$ cat src/rtl/pipe_pkg.sv
// Shared definitions for the pipeline run/stall/flush controller:
// controller state encodings, syscall service codes and the default counter width.
package pipe_pkg;

  typedef enum logic [1:0] {
    ST_RUN   = 2'd0,
    ST_PAUSE = 2'd1,
    ST_STEP  = 2'd2,
    ST_HALT  = 2'd3
  } state_t;

  localparam logic [31:0] SYSCALL_PAUSE = 32'h0000_0032;
  localparam logic [31:0] SYSCALL_HALT  = 32'h0000_000A;

  localparam int unsigned CNT_W_DEF = 32;

  // Pipeline buffers may only move in RUN or STEP.
  function automatic logic is_go(input state_t s);
    return (s == ST_RUN) || (s == ST_STEP);
  endfunction

  // Classifies a WB syscall argument: bit0 = pause request, bit1 = halt request.
  function automatic logic [1:0] syscall_kind(input logic [31:0] a0);
    return {a0 == SYSCALL_HALT, a0 == SYSCALL_PAUSE};
  endfunction

endpackage

$ cat src/rtl/pipeline_ctrl_stat_counter.sv
// Single statistic counter: increments on inc, wraps or saturates at all-ones,
// clears asynchronously on rst.
module stat_counter
  import pipe_pkg::*;
#(
  parameter int unsigned CNT_W    = CNT_W_DEF,
  parameter bit          SATURATE = 1'b0
) (
  input  logic             clk,
  input  logic             rst,
  input  logic             inc,
  output logic [CNT_W-1:0] cnt
);

  localparam logic [CNT_W-1:0] CNT_MAX = '1;

  logic at_max;

  assign at_max = (cnt == CNT_MAX);

  always_ff @(posedge clk or posedge rst) begin
    if (rst) begin
      cnt <= '0;
    end else if (inc) begin
      if (SATURATE && at_max) begin
        cnt <= CNT_MAX;
      end else begin
        cnt <= cnt + CNT_W'(1);
      end
    end
  end

endmodule

$ cat src/rtl/pipeline_ctrl.sv
// Central run/stall/flush controller for the MIPS pipeline: decides each cycle whether the
// PC and each inter-stage buffer advance, hold or clear; adds single-step, syscall pause/halt and stats.
module pipeline_ctrl
  import pipe_pkg::*;
#(
  parameter int unsigned NSTAGES     = 5,
  parameter int unsigned STALL_STAGE = 1,
  parameter int unsigned FLUSH_DEPTH = 2,
  parameter int unsigned CNT_W       = CNT_W_DEF,
  parameter bit          SATURATE    = 1'b0
) (
  input  logic               clk,
  input  logic               rst,
  input  logic               cont_in,
  input  logic               step_mode,
  input  logic               bubble,
  input  logic               redirect,
  input  logic               syscall_pause,
  input  logic               syscall_halt,
  output logic               pc_en,
  output logic [NSTAGES-2:0] buf_en,
  output logic [NSTAGES-2:0] buf_clr,
  output logic [1:0]         state,
  output logic [CNT_W-1:0]   cycle_cnt,
  output logic [CNT_W-1:0]   stall_cnt,
  output logic [CNT_W-1:0]   flush_cnt
);

  localparam int unsigned NBUF = NSTAGES - 1;

  // Buffers below the stall point hold; the stall buffer itself takes the bubble.
  localparam logic [NBUF-1:0] STALL_HOLD = NBUF'((1 << STALL_STAGE) - 1);
  localparam logic [NBUF-1:0] STALL_CLR  = NBUF'(1 << STALL_STAGE);
  localparam logic [NBUF-1:0] FLUSH_CLR  = NBUF'((1 << FLUSH_DEPTH) - 1);

  state_t state_q;
  state_t state_d;
  logic   cont_s1;
  logic   cont_s2;
  logic   cont_d;
  logic   cont_rise;
  logic   mask;
  logic   go;
  logic   stall_inc;
  logic   flush_inc;

  assign cont_rise = cont_s2 & ~cont_d;
  assign go        = is_go(state_q);
  assign stall_inc = go & bubble & ~redirect;
  assign flush_inc = go & redirect;
  assign state     = state_q;

  // Continue button: two-flop synchroniser plus edge-detect delay flop.
  always_ff @(posedge clk or posedge rst) begin
    if (rst) begin
      cont_s1 <= 1'b0;
      cont_s2 <= 1'b0;
      cont_d  <= 1'b0;
    end else begin
      cont_s1 <= cont_in;
      cont_s2 <= cont_s1;
      cont_d  <= cont_s2;
    end
  end

  always_ff @(posedge clk or posedge rst) begin
    if (rst) begin
      state_q <= ST_RUN;
    end else begin
      state_q <= state_d;
    end
  end

  always_comb begin
    state_d = state_q;
    case (state_q)
      ST_RUN: begin
        if (syscall_halt) begin
          state_d = ST_HALT;
        end else if (syscall_pause && !mask) begin
          state_d = ST_PAUSE;
        end else if (step_mode) begin
          state_d = ST_PAUSE;
        end
      end
      ST_PAUSE: begin
        if (cont_rise) begin
          state_d = step_mode ? ST_STEP : ST_RUN;
        end
      end
      ST_STEP: begin
        state_d = syscall_halt ? ST_HALT : ST_PAUSE;
      end
      ST_HALT: begin
        state_d = ST_HALT;
      end
    endcase
  end

  // The syscall that caused the pause is still in WB on resume; ignore it for one go cycle.
  always_ff @(posedge clk or posedge rst) begin
    if (rst) begin
      mask <= 1'b0;
    end else if ((state_q == ST_PAUSE) && (state_d != ST_PAUSE)) begin
      mask <= 1'b1;
    end else if (go) begin
      mask <= 1'b0;
    end
  end

  // Buffer/PC gating; redirect flush takes priority over the load-use bubble.
  always_comb begin
    pc_en   = 1'b0;
    buf_en  = '0;
    buf_clr = '0;
    if (rst) begin
      buf_clr = '1;
    end else if (go) begin
      pc_en  = 1'b1;
      buf_en = '1;
      if (redirect) begin
        buf_clr = FLUSH_CLR;
      end else if (bubble) begin
        pc_en   = 1'b0;
        buf_en  = ~STALL_HOLD;
        buf_clr = STALL_CLR;
      end
    end
  end

  stat_counter #(.CNT_W(CNT_W), .SATURATE(SATURATE)) u_cycle_cnt (
    .clk (clk),
    .rst (rst),
    .inc (go),
    .cnt (cycle_cnt)
  );

  stat_counter #(.CNT_W(CNT_W), .SATURATE(SATURATE)) u_stall_cnt (
    .clk (clk),
    .rst (rst),
    .inc (stall_inc),
    .cnt (stall_cnt)
  );

  stat_counter #(.CNT_W(CNT_W), .SATURATE(SATURATE)) u_flush_cnt (
    .clk (clk),
    .rst (rst),
    .inc (flush_inc),
    .cnt (flush_cnt)
  );

endmodule

$ cat config.mk
export PLATFORM = sky130hd
export DESIGN_NAME = pipeline_ctrl
export DESIGN_NICKNAME = d
export VERILOG_FILES = /design/src/rtl/pipe_pkg.sv /design/src/rtl/pipeline_ctrl_stat_counter.sv /design/src/rtl/pipeline_ctrl.sv
export SDC_FILE = /design/constraint.sdc
export NUM_CORES = 1
export LEC_CHECK = 0
export CAP_MARGIN = 5
export CORE_MARGIN = 1.5
export CORE_UTILIZATION = 40
export DETAILED_ROUTE_END_ITERATION = 8
export PLACE_DENSITY = 0.7
export SLEW_MARGIN = 20
export SYNTH_ARGS = -nofsm -noshare
export SYNTH_HDL_FRONTEND = slang
export SYNTH_SLANG_ARGS = --single-unit
$ cat constraint.sdc
create_clock -name clk -period 4.19 [get_ports clk]
set_input_delay 0.838 -clock clk [delete_from_list [all_inputs] [get_ports clk]]
set_output_delay 0.838 -clock clk [all_outputs]
set_load 0.1 [all_outputs]
==> metrics.txt <==
register area share after synthesis 54.6%; vias in the first global route 3489; Num CTS Buffers 9; worst hold-check path type flip-flop to flip-flop; CP Launch Point redirect; worst reg-to-reg setup slack around 2.0 ns; Switch Pwr approximately 840 uW; Mapped Nets between 400 and 500; Worst slew margin between 30% and 40%; Boundary Pins between 100 and 150; worst hold slack about 0.35 ns; required time of the critical path between 3 and 4 ns; mux cell area share after synthesis 0.722%; Area after DPL 0.00596 sq mm; hold_buf cts 0; vias per cell 5.20; Longest Clk Path Bufs 2; Min-Delay Path Depth 0; Area Growth Syn to Fin 33.9%; Int Power roughly 1700 uW; post-synthesis cell type count 41; GRT Overall Usage a little under a fifth; Critical Path AT roughly 2.3 ns; HPWL Detailed 7420 microns; Reg clk slew, reported paths 0.06 ns; LEAKAGE about 0.0028 uW; H-tree depth 3; initial DRC count 203; DR pass1 iterations 4; Slew Limit Fails 0; Final GP Congestion around 0.83; Mapped Cells 416; Worst R2R Path Depth 4; fin worst setup slack between 1 and 1.5 ns; crit path to buf_clr[1]; Clock power frac a little over a third; Compound-Gate Fraction of Synth Area 0.856%; antenna cells 0; CTS sink cnt 102; CTS tree done; sw frac 33.2%; first-pass GRT wire length approximately 18000 microns; CP startpoint kind input pin; Initial Util between 40 and 50%; pwr dens approximately 400 mW/mm^2; crit path time final roughly 3.2 ns; total of max-cap violations 0; synthesized area per cell approximately 11 sq um; synthesized flop and latch total approximately 100; Die Ht between 100 and 150 microns; root buffer cell clkbuf_16; clk_lat worst skew between 0.3 and 0.4 ns; # Post-CTS Setup Buffers 0; Critical Path End Type output port; clk_skew between 0.007 and 0.008 ns; Comb pwr share a little over a fifth; Synth Area in XOR/XNOR around 17%; Setup TNS Final 0 ns; num rows 39; critical path class input pin to output port; Final Hold Vio Count 0; Simple-Gate Fraction of Synth Area between 20 and 25%; Port Buf Inserts between 100 and 150; # setup viols final 0; Fmax between 300 and 400 MHz; largest family of logic cells by synthesized area simple AND/OR/NAND/NOR gates; Synth Area in Adders 0.802%; Max IR drop VDD 0.260 mV; period utilisation layout roughly three quarters; die width ~110 microns; Worst Path Max Fanout 6; Final Cell Area between 0.006 and 0.007 sq mm; Final Util between 50% and 60%; initial antenna violation count 0; routed via count around 3500; WL/cell 15.5 microns; yosys warns 0; area of the die 0.0124 sq mm; layout cells sized above 1 7.69%; RR Endpoint u_cycle_cnt.cnt[31]; GR Overflow Total 0; core area approximately 0.011 sq mm; Nets 540; RSZ-0062 raised after global routing false; Worst-Margin Slew 1.03 ns; Reg power frac approximately 44%; # DRC 0; synthesized cell area around 0.0047 sq mm; Final ANT Viol Nets 0; outcome finished clean; drt total wl 10500 microns; largest net degree at the start of global routing 53; worst r2r src state[0]; PostCTS Resize Cnt 0; worst slack, placed 1.04 ns
==> logic make-up (layout without fill, tap and decap cells) <==
| logic type | count (synthesis) | count (layout) |
|---|---|---|
| AO/OA/AOI/OAI | 6 | 6 |
| XOR/XNOR | 93 | 93 |
| adder cells (fa/ha/maj) | 3 | 3 |
| buffers and inverters | 28 | 145 |
| AND/OR/NAND/NOR | 181 | 181 |
| flip-flops | 102 | 102 |
| multiplexers | 3 | 3 |
==> per-stage QoR <==
stage	power, uW	instances
finish	2510	676
global route	2600	676
global placement	1650	661
detailed placement	1660	661
floorplan	1520	416
CTS	2540	676
==> cell usage after synthesis, drive strengths merged <==
library cell	n	area [sq um]
nand3b	1	7.51
nand3	24	120
buf	11	72.6
nor4b	1	8.76
xnor2	50	438
o21ai	1	5.00
a21o	1	7.51
nand4	32	206
or4b	1	13.8
nand2b	2	12.5
xor2	43	377
and4bb	1	12.5
a32oi	1	8.76
and4	11	96.3
nor3b	4	35.0
and2	9	56.3
nor4	6	67.6
ha	3	37.5
dfrtp	102	2550
mux2	3	33.8
nand4b	1	8.76
nor2	19	71.3
and4b	2	20.0
nor3	25	130
a21boi	1	7.51
clkbuf	4	15.0
a21oi	1	5.00
and3	12	76.3
nand2	29	109
inv	13	48.8
nand4bb	1	11.3
a31oi	1	6.26
==> layout by cell type (no fill, tap or decap), types with 8 or more instances in the layout <==
cell type / n
nand2_1: 29
nand3_1: 24
nand4_1: 31
and4_1: 11
xor2_1: 43
xnor2_1: 50
nor2_1: 18
dfrtp_1: 102
and2_1: 8
and3_1: 11
nor3_1: 24
clkdlybuf4s50_1: 105
clkbuf_16: 9
inv_1: 12
buf_4: 10
==> critical path, stage by stage <==
cell	delay, ns
clkdlybuf4s50_1	0.59
inv_1	0.15
o21ai_0	0.38
a21o_2	0.18
buf_12	0.17
==> worst min path at each step <==
stage / endpoint / slack [ns] / start
2_1_floorplan: cont_s2 / 0.33 / cont_s1
5_1_grt: cont_s2 / 0.36 / cont_s1
3_5_place_dp: cont_s2 / 0.34 / cont_s1
4_1_cts: cont_s2 / 0.35 / cont_s1
3_3_place_gp: cont_s2 / 0.34 / cont_s1
6_report: cont_s2 / 0.35 / cont_s1
==> cell type report <==
type	count	area, sq um
Timing Repair Buffer	117	1170
Fill cell	1021	5150
Inverter	13	52.6
Clock inverter	4	72.6
Tap cell	143	179
Clock buffer	11	233
Sequential cell	102	2550
Multi-Input combinational cell	286	2010
==> power by group through the flow <==
stage	Combinational (uW)	Clock, uW	Sequential [uW]
floorplan	119	0	1400
global placement	547	0	1110
detailed placement	551	0	1110
CTS	552	890	1090
global route	569	935	1100
finish	547	871	1090
==> sequential cells by signal (all words and copies together) (netlist names) <==
name,flops
state,2
u_stall_cnt.cnt,32
cont_d,1
cont_s1,1
mask,1
u_cycle_cnt.cnt,32
u_flush_cnt.cnt,32
cont_s2,1
==> metal layers <==
layer  global-route usage, %  wire, microns  vias up  part of all wire (%)
li1                        -              -     1660                     -
met1                    25.0           4950     1746                    47
met2                    27.8           4780       98                    46
met3                    4.43            554       13                   5.3
met4                    7.17            195        0                   1.9
met5                       0              0        -                     0
Power figures use the tool's default switching activity.
